## config.mk

```make
export PLATFORM = sky130hd
export DESIGN_NAME = input_handler
export DESIGN_NICKNAME = d
export VERILOG_FILES = /design/src/rtl/input_handler.sv
export SDC_FILE = /design/constraint.sdc
export NUM_CORES = 1
export LEC_CHECK = 0
export CELL_PAD_IN_SITES_DETAIL_PLACEMENT = 2
export CELL_PAD_IN_SITES_GLOBAL_PLACEMENT = 2
export CORE_UTILIZATION = 41
export DETAILED_ROUTE_END_ITERATION = 12
export MAX_ROUTING_LAYER = met4
export PLACE_DENSITY = 0.75
export REMOVE_ABC_BUFFERS = 1
export SYNTH_ARGS = -nofsm -noshare
export SYNTH_HDL_FRONTEND = slang
export SYNTH_SLANG_ARGS = --single-unit
export TNS_END_PERCENT = 30
```

## constraint.sdc

```tcl
create_clock -name clk -period 3.2 [get_ports clk]
set_clock_uncertainty 0.1 [all_clocks]
set_input_delay 0.8 -clock clk [delete_from_list [all_inputs] [get_ports clk]]
set_output_delay 0.8 -clock clk [all_outputs]
set_load 0.05 [all_outputs]
```

## src/rtl/input_handler.sv

```systemverilog
// Pushbutton front end for the clock display.
// Five raw buttons are synchronised and debounced. Each press becomes a
// registered one-cycle command strobe. up/down auto-repeat while held.
// left/right move a one-hot field cursor.
// Command interface: up, down and reset are one-cycle strobes with no
// back-pressure. The consumer must act on every cycle in which a strobe is high.
module input_handler #(
  parameter int DEBOUNCE_CYCLES = 1000000,
  parameter int REPEAT_DELAY    = 50000000,
  parameter int REPEAT_PERIOD   = 20000000
) (
  input  logic       clk,
  input  logic       rst_n,
  input  logic       btnUp,
  input  logic       btnDown,
  input  logic       btnLeft,
  input  logic       btnRight,
  input  logic       btnReset,
  output logic       up,
  output logic       down,
  output logic       reset,
  output logic [2:0] cursorPos,
  output logic [1:0] upRepeatState,
  output logic [1:0] downRepeatState
);

  localparam int NB        = 5;
  localparam int IDX_UP    = 0;
  localparam int IDX_DOWN  = 1;
  localparam int IDX_LEFT  = 2;
  localparam int IDX_RIGHT = 3;
  localparam int IDX_RESET = 4;

  localparam int DBW = (DEBOUNCE_CYCLES > 1) ? $clog2(DEBOUNCE_CYCLES) : 1;
  localparam int RDW = (REPEAT_DELAY > 1) ? $clog2(REPEAT_DELAY) : 1;
  localparam int RPW = (REPEAT_PERIOD > 1) ? $clog2(REPEAT_PERIOD) : 1;
  localparam int HW  = (RDW > RPW) ? RDW : RPW;

  localparam logic [DBW-1:0] DB_LAST = DBW'(DEBOUNCE_CYCLES - 1);
  localparam logic [HW-1:0]  RD_LAST = HW'(REPEAT_DELAY - 1);
  localparam logic [HW-1:0]  RP_LAST = HW'(REPEAT_PERIOD - 1);

  typedef enum logic [1:0] {
    IDLE   = 2'd0,
    DELAY  = 2'd1,
    REPEAT = 2'd2
  } repeatState_e;

  logic [NB-1:0]  btnRaw;
  logic [NB-1:0]  sync1;
  logic [NB-1:0]  sync2;
  logic [NB-1:0]  level;
  logic [DBW-1:0] dbCnt [NB];
  logic [NB-1:0]  levelQ;
  logic [NB-1:0]  pressQ;

  repeatState_e   state       [2];
  repeatState_e   stateNext   [2];
  logic [HW-1:0]  holdCnt     [2];
  logic [HW-1:0]  holdCntNext [2];
  logic [1:0]     fire;
  logic           bothHeld;
  logic [2:0]     cursorNext;

  assign btnRaw = {btnReset, btnRight, btnLeft, btnDown, btnUp};

  // Two-flop synchroniser for the asynchronous raw buttons.
  always_ff @(posedge clk or negedge rst_n) begin
    if (!rst_n) begin
      sync1 <= '0;
      sync2 <= '0;
    end else begin
      sync1 <= btnRaw;
      sync2 <= sync1;
    end
  end

  // Debouncer: the level flips only after DEBOUNCE_CYCLES differing samples in a row.
  always_ff @(posedge clk or negedge rst_n) begin
    if (!rst_n) begin
      level <= '0;
      for (int i = 0; i < NB; i++) dbCnt[i] <= '0;
    end else begin
      for (int i = 0; i < NB; i++) begin
        if (sync2[i] != level[i]) begin
          if (dbCnt[i] == DB_LAST) begin
            level[i] <= ~level[i];
            dbCnt[i] <= '0;
          end else begin
            dbCnt[i] <= dbCnt[i] + 1'b1;
          end
        end else begin
          dbCnt[i] <= '0;
        end
      end
    end
  end

  // Registered rising-edge detect. levelQ stays aligned with pressQ.
  always_ff @(posedge clk or negedge rst_n) begin
    if (!rst_n) begin
      levelQ <= '0;
      pressQ <= '0;
    end else begin
      levelQ <= level;
      pressQ <= level & ~levelQ;
    end
  end

  // Auto-repeat next state. Index 0 is up and index 1 is down.
  // If both buttons are held, both machines are parked in IDLE.
  always_comb begin
    bothHeld = levelQ[IDX_UP] & levelQ[IDX_DOWN];
    fire     = '0;
    for (int d = 0; d < 2; d++) begin
      stateNext[d]   = state[d];
      holdCntNext[d] = holdCnt[d];
      if (bothHeld) begin
        stateNext[d]   = IDLE;
        holdCntNext[d] = '0;
      end else if (pressQ[d]) begin
        stateNext[d]   = DELAY;
        holdCntNext[d] = '0;
        fire[d]        = 1'b1;
      end else if (!levelQ[d]) begin
        stateNext[d]   = IDLE;
        holdCntNext[d] = '0;
      end else begin
        case (state[d])
          DELAY: begin
            if (holdCnt[d] == RD_LAST) begin
              stateNext[d]   = REPEAT;
              holdCntNext[d] = '0;
              fire[d]        = 1'b1;
            end else begin
              holdCntNext[d] = holdCnt[d] + HW'(1);
            end
          end
          REPEAT: begin
            if (holdCnt[d] == RP_LAST) begin
              holdCntNext[d] = '0;
              fire[d]        = 1'b1;
            end else begin
              holdCntNext[d] = holdCnt[d] + HW'(1);
            end
          end
          default: begin
            stateNext[d]   = IDLE;
            holdCntNext[d] = '0;
          end
        endcase
      end
    end
  end

  // Auto-repeat state and hold counter registers.
  always_ff @(posedge clk or negedge rst_n) begin
    if (!rst_n) begin
      for (int d = 0; d < 2; d++) begin
        state[d]   <= IDLE;
        holdCnt[d] <= '0;
      end
    end else begin
      for (int d = 0; d < 2; d++) begin
        state[d]   <= stateNext[d];
        holdCnt[d] <= holdCntNext[d];
      end
    end
  end

  assign upRepeatState   = state[0];
  assign downRepeatState = state[1];

  // Cursor next value. Illegal codes recover to seconds. A reset press
  // freezes the cursor, and opposing presses in the same cycle cancel.
  always_comb begin
    cursorNext = cursorPos;
    if (!(cursorPos inside {3'b001, 3'b010, 3'b100})) begin
      cursorNext = 3'b001;
    end else if (!pressQ[IDX_RESET]) begin
      if (pressQ[IDX_LEFT] && !pressQ[IDX_RIGHT]) begin
        cursorNext = {cursorPos[1:0], cursorPos[2]};
      end else if (pressQ[IDX_RIGHT] && !pressQ[IDX_LEFT]) begin
        cursorNext = {cursorPos[0], cursorPos[2:1]};
      end
    end
  end

  // Registered command strobes and cursor. A reset press masks up/down.
  always_ff @(posedge clk or negedge rst_n) begin
    if (!rst_n) begin
      up        <= 1'b0;
      down      <= 1'b0;
      reset     <= 1'b0;
      cursorPos <= 3'b001;
    end else begin
      reset     <= pressQ[IDX_RESET];
      up        <= fire[0] & ~pressQ[IDX_RESET];
      down      <= fire[1] & ~pressQ[IDX_RESET];
      cursorPos <= cursorNext;
    end
  end

endmodule
```

==> results.yml, run 1 <==
run_status:
  run_status: "finished, final reports clean"
finish:
  regArea_sq_um: 4680
  syn_to_final_growth_pct: 11.7
  multi_input_area_sq_um: 4550
  fin_nets: 975
  diodes: 0
  final_area_sq_um: 10600
  drive_gt1_share_pct: 6.82
  n_fill_cell: 2368
detailed_routing:
  ant_nets: 0
  vias: 7669
  routed_via_density: 6.12
  dr.pass1.iters: 4
  drc: 0
  routedWlPerCell_um: 20.7
  wirelength_mm: 26.0
  first_iter_violations: 278
yosys:
  synth_cell_types: 63
  synth_cells: 945
  yosys_warnings: 0
  syn_area_sq_um: 9500
  ys_ff_latch: 187
  synth_ff_type: "dfrtp_1"
  synthArstFlopShare_pct: 100
  synth_edf_count: 0
  ys_seq_area_share_pct: 49.3
  syn_area_per_cell_sq_um: 10.1
sta:
  slew_violations: 0
  period_share_pct: 86.4
  fmax_mhz: 362
  relSlewSlack_pct: 33.8
  grt_setup_unrepaired: "no"
  worst_pin_slew_ns: 0.993
  hold_viol_final: 0
  setup_viol: 0
  final.min_clock_period_ns: 2.76
  tns_ns: 0
die:
  num_rows: 55
  die-area_sq_um: 23800
  ios: 17
  core_sq_um: 22700
  initial_core_util_pct: 41.8
  die_h_um: 154
  die_w_um: 154
worst_setup_path:
  path_delay_family: "buffers and inverters"
  arrival_ns: 1.86
  crit_slowest_cell: "clkdlybuf4s50_1"
  cp-end-kind: "output port"
  cp.required_ns: 2.30
  reg2reg_slack_ns: 0.55
  cp_slowest_stage_delay_ns: 0.91
  cp_cell_sequence: "clkdlybuf4s50_1"
  path_buf_inv: 1
  critPathKind: "reg2out"
  crit_fanout: 7
  cp-start-kind: "register"
run:
  cap_violations: 0
grt:
  grt_pass1_wl_mm: 44.5
  grt_start_max_net_pins: 80
  antenna_found_initial: 0
  grt_use_total_pct: 24.0
  grt_overflow: 0
  grt_pass1_vias: 8521
pwr:
  p_comb_share_pct: 2.7
  vdd_ir_drop_max_mv: 0.253
  swShare_pct: 22.3
  p_switching_mw: 1.06
  seq_power_share_pct: 50.8
  clkPwrFrac_pct: 46.5
  power_density_nw_per_um2: 446
  total_power_mw: 4.74
  intPower_mw: 3.68
  leakagePower_nw: 3.98
clock_network:
  numCtsBuffers: 17
  clkSlewWorstSetupHoldPaths_ns: 0.07
  post_cts_resized: 0
  ctsHoldBuffers: 0
  cts_root_buf: "clkbuf_16"
  cts_tree: "done"
  clk_latency_ns: 0.43
  numClockSinks: 187
  htree_levels: 4
  cts_setup_buffers: 0
  cts_buffer_depth: 2
place:
  hpwl_mm: 17.4
  place.gp.congestion: 0.844
  placed_area_sq_um: 10000
  port_buffers: 16
min_path:
  hold_path_class: "reg2reg"
-- metrics by stage --
| step | utilization (%) | hold WS [ns] | setup slack [ns] | cells |
|---|---|---|---|---|
| after floorplan | - | 0.231 | 0.683 | 907 |
| after global placement | 44.1 | 0.237 | 0.644 | 1221 |
| after detailed placement | 44.1 | 0.241 | 0.568 | 1221 |
| after CTS | 46.7 | 0.256 | 0.378 | 1253 |
| after global routing | 46.7 | 0.266 | 0.327 | 1253 |
| final | 46.7 | 0.252 | 0.436 | 1253 |
-- worst paths after layout --
kind / from / endpoint / cells after the start
worst max-delay path: cursorPos[1] / cursorPos[1] / 1
min in group asynchronous: rst_n / holdCnt[3] / 1
worst max register to register: holdCnt[36] / holdCnt[50] / 5
worst min register to register: sync1[3] / sync2[3] / 0
max in group asynchronous: rst_n / cursorPos[0] / 2
worst min-delay path: sync1[3] / sync2[3] / 0
-- flip-flops by register name, summed over array words and instances (netlist names) --
register         cells
dbCnt              100
downRepeatState      2
holdCnt             52
levelQ               5
sync2                5
down                 1
up                   1
upRepeatState        2
pressQ               5
cursorPos            3
reset                1
sync1                5
level                5
-- synthesized netlist by cell type (8+ instances only) --
| master | n | area, sq um |
|---|---|---|
| xor2_1 | 46 | 403 |
| nor2b_1 | 10 | 62.6 |
| o21ai_0 | 36 | 180 |
| dfrtp_1 | 186 | 4650 |
| buf_2 | 8 | 40.0 |
| a21oi_1 | 34 | 170 |
| inv_1 | 30 | 113 |
| o31ai_1 | 17 | 128 |
| nand4_1 | 44 | 275 |
| or4_1 | 28 | 210 |
| nor2_1 | 81 | 304 |
| nand3_1 | 54 | 270 |
| ha_1 | 13 | 163 |
| nor3_1 | 20 | 100 |
| and2_1 | 9 | 56.3 |
| nand2_1 | 48 | 180 |
| and3_1 | 15 | 93.8 |
| clkbuf_1 | 26 | 97.6 |
| or3_1 | 37 | 231 |
| a221oi_1 | 22 | 193 |
| xnor2_1 | 44 | 385 |
| and4_1 | 17 | 149 |
| a211oi_1 | 32 | 240 |
| nor4_1 | 18 | 113 |
-- power by group through the flow --
stage          registers (mW)  clock network, mW  logic, mW
3_5_place_dp             2.45                  0      0.134
3_3_place_gp             2.45                  0      0.124
2_1_floorplan            2.44                  0     0.0457
6_report                 2.41               2.20      0.130
5_1_grt                  2.41               2.35      0.149
4_1_cts                  2.41               2.26      0.137
-- area by class of cell --
type / count / share of cell area [%]
Tap cell: 285 / 3.36
Multi-Input combinational cell: 690 / 42.8
Clock inverter: 8 / 1.01
Clock buffer: 24 / 4.73
Sequential cell: 187 / 44.1
Timing Repair Buffer: 29 / 2.93
Inverter: 30 / 1.06
-- cells in the final DEF (no fill, tap or decap), types with 18 or more instances in the layout --
master | Yosys | layout
nor2_1 | 81 | 81
nand3_1 | 54 | 54
or3_1 | 37 | 37
a21oi_1 | 34 | 34
nand4_1 | 44 | 44
inv_1 | 30 | 30
nor3_1 | 20 | 20
xnor2_1 | 44 | 44
o21ai_0 | 36 | 36
a211oi_1 | 32 | 32
nand2_1 | 48 | 48
or4_1 | 28 | 28
a221oi_1 | 22 | 22
nor4_1 | 18 | 18
xor2_1 | 46 | 46
dfrtp_1 | 186 | 186
-- cell families (layout without fill, tap and decap cells) --
group                    count (synthesis)  count (layout)  synth area share [%]
AO/OA/AOI/OAI                          166             166                  12.3
XOR/XNOR                                90              90                  8.30
adder cells (fa/ha/maj)                 13              13                  1.71
buffers and inverters                   68              91                  2.88
flip-flops                             187             187                  49.3
multiplexers                             6               6                 0.698
AND/OR/NAND/NOR                        415             415                  24.8
-- per-layer routing --
| metal | share of wire (%) | GRT usage [%] | up-vias | wire length (um) |
|---|---|---|---|---|
| met1 | 45 | 28.9 | 4027 | 11600 |
| met5 | 0 | - | - | 0 |
| met4 | 1.4 | 6.19 | 0 | 369 |
| li1 | - | - | 3524 | - |
| met2 | 52 | 41.7 | 85 | 13500 |
| met3 | 2.3 | 4.17 | 33 | 586 |
Note: power is estimated with default switching activity, not from simulation.
==> run 2, diff against run 1 <==
--- a/config.mk
+++ b/config.mk
@@ -6,7 +6,8 @@
 export NUM_CORES = 1
 export LEC_CHECK = 0
+export ABC_AREA = 1
 export CELL_PAD_IN_SITES_DETAIL_PLACEMENT = 2
 export CELL_PAD_IN_SITES_GLOBAL_PLACEMENT = 2
-export CORE_UTILIZATION = 41
+export CORE_UTILIZATION = 38
 export DETAILED_ROUTE_END_ITERATION = 12
 export MAX_ROUTING_LAYER = met4
==> constraint.sdc (replaced) <==
create_clock -name clk -period 3.2 [get_ports clk]
set_clock_uncertainty 0.1 [all_clocks]
set_input_delay 0.96 -clock clk [delete_from_list [all_inputs] [get_ports clk]]
set_output_delay 0.96 -clock clk [all_outputs]
set_load 0.05 [all_outputs]
==> results.yml, run 2 <==
die:
  ios: 17
  initial_core_util_pct: 39.1
  die-area_sq_um: 25900
  die_h_um: 161
  num_rows: 57
  core_sq_um: 24500
  die_w_um: 161
worst_setup_path:
  arrival_ns: 1.79
  path_delay_family: "buffers and inverters"
  r2r-start: "upRepeatState[0]"
  r2r-end: "holdCnt[43]"
  cp-start-kind: "register"
  crit_fanout: 4
  cp.required_ns: 2.14
  reg2reg_slack_ns: 0.92
  cp-end-kind: "output port"
  cp_cell_sequence: "clkdlybuf4s50_1"
  reg2reg_depth: 5
  startpoint: "cursorPos[0]"
  critPathKind: "reg2out"
  crit_slowest_cell: "clkdlybuf4s50_1"
  path_buf_inv: 1
  cp_slowest_stage_delay_ns: 0.80
finish:
  layout_common_cells: "239 x nor2_1, 198 x nand2_1, 186 x dfrtp_1"
  largest_reg_flops: 100
  syn_to_final_growth_pct: 13.0
  final_common_cell: "nor2_1"
  drive_gt1_share_pct: 5.61
  top_regs: "dbCnt: 100 flops, holdCnt: 52 flops"
  largest-register: "dbCnt"
  fin_nets: 1255
detailed_routing:
  first_iter_violations: 258
  dr_wl_met3_um: 434
  routedWlPerCell_um: 16.6
  dr.pass1.iters: 4
  routed_via_density: 5.07
  ant_nets: 0
  vias: 7976
  wirelength_mm: 26.1
  drc: 0
  routed-wl-met2_mm: 13.5
  wl_met1_mm: 11.8
  top_layer: "met4"
sta:
  slew_violations: 0
  grt_setup_unrepaired: "no"
  hold_viol_final: 0
  final.min_clock_period_ns: 2.85
  setup_viol: 0
  fmax_mhz: 351
  period_share_pct: 89.1
  relSlewSlack_pct: 59.3
  tns_ns: 0
  worst_pin_slew_ns: 0.605
clock_network:
  clkSlewWorstSetupHoldPaths_ns: 0.07
  numClockSinks: 187
  ctsHoldBuffers: 0
  post_cts_resized: 0
  cts_setup_buffers: 0
  clk_latency_ns: 0.44
  numCtsBuffers: 17
  htree_levels: 4
  cts_root_buf: "clkbuf_16"
  cts_buffer_depth: 2
  cts_tree: "done"
yosys:
  yosys_warnings: 0
  syn_area_sq_um: 9590
  synth_cell_types: 32
  ys_seq_area_share_pct: 48.8
  synth_edf_count: 0
  synth_top_cell_area_share_pct: 48.5
  synth_most_common_cell: "nor2_1"
  yosysTopAreaCell: "dfrtp_1"
  synth_ff_type: "dfrtp_1"
  yosys-top-cells-count: "239 x nor2_1, 198 x nand2_1, 186 x dfrtp_1, 178 x inv_1, 82 x nand3_1"
  ys_ff_latch: 187
  syn_area_per_cell_sq_um: 8.00
  synth_area_leaders: "dfrtp_1 49%, nor2_1 9.4%, nand2_1 7.7%, inv_1 7.0%, xor2_1 5.3%"
  synth_cells: 1199
  synthArstFlopShare_pct: 100
grt:
  antenna_found_initial: 1
  grt_use_total_pct: 22.5
  grt_pass1_wl_mm: 45.1
  grt_overflow: 0
  grt_start_max_net_pins: 68
  grt_pass1_vias: 9011
run_status:
  run_status: "finished, final reports clean"
min_path:
  min_from: "sync1[0]"
  hold_path_class: "reg2reg"
  min_to: "sync2[0]"
  holdPathStages: 0
place:
  place.gp.congestion: 0.796
  hpwl_mm: 19.2
  port_buffers: 16
run:
  cap_violations: 0
pwr:
  leakagePower_nw: 4.67
  power_density_nw_per_um2: 451
  vdd_ir_drop_max_mv: 0.314
  total_power_mw: 4.88
run 2: changes by cell type in the layout (fill, tap and decap cells not counted), sizes merged, moves of 31 or more:
cell,previous run,this run
nor2,81,254
nand2,48,204
inv,31,184
nor3,20,62
or3,37,0
a211oi,32,1
run 2: worst max-delay path by stage:
stage	to	slack, ns	depth (start not counted)
after floorplan	holdCnt[0]	1.11	5
after global placement	cursorPos[0]	0.82	1
after detailed placement	cursorPos[0]	0.81	1
after CTS	cursorPos[0]	0.32	1
after global routing	cursorPos[0]	0.28	1
final	cursorPos[0]	0.35	1
run 2: where the power goes:
group,internal [mW],switching [mW],leakage [nW]
Combinational,0.0382,0.0984,1.78
Clock,1.35,0.997,0.314
Sequential,2.38,0.0168,2.57
Total,3.77,1.11,4.67
run 2: metal layers:
layer  GRT usage [%]  up-vias
met4            5.87        0
li1                -     3881
met2            39.7       54
met5               -        -
met3            3.74       26
met1            26.4     4015
run 2: kinds of logic (layout without fill, tap and decap cells):
family | Yosys count | in the layout | share of synthesized area [%]
flops | 187 | 187 | 48.8
buf+inv | 182 | 231 | 7.43
mux | 3 | 3 | 0.352
fa+ha+maj | 13 | 13 | 1.70
xor+xnor | 79 | 79 | 7.21
compound gates | 80 | 80 | 4.40
simple gates | 655 | 655 | 30.1
other cells | 0 | 1 | 0
run 2: cell type report:
type,count,area (sq um)
multi-input combinational,830,4200
timing repair buffer,21,239
tap,324,405
clock buffer,18,439
fill,2846,13700
clock inverter,14,205
sequential,187,4680
antenna,1,2.50
inverter,178,668
run 2: stage by stage:
stage / setup slack [ns] / util, % / cells / cell area (sq um) / hold WS, ns
global route: 0.279 / 44.2 / 1573 / 10800 / 0.261
CTS: 0.317 / 44.2 / 1572 / 10800 / 0.258
detailed placement: 0.807 / 41.5 / 1540 / 10200 / 0.243
finish: 0.347 / 44.2 / 1573 / 10800 / 0.256
floorplan: 1.11 / - / 1195 / 9550 / 0.231
global placement: 0.819 / 41.5 / 1540 / 10200 / 0.233
==> run 3, diff against run 2 <==
- CTS_CLUSTER_DIAMETER: not set -> 60
==> results of run 3 <==
No change in the layout: final DEF, timing and power equal those of run 2.
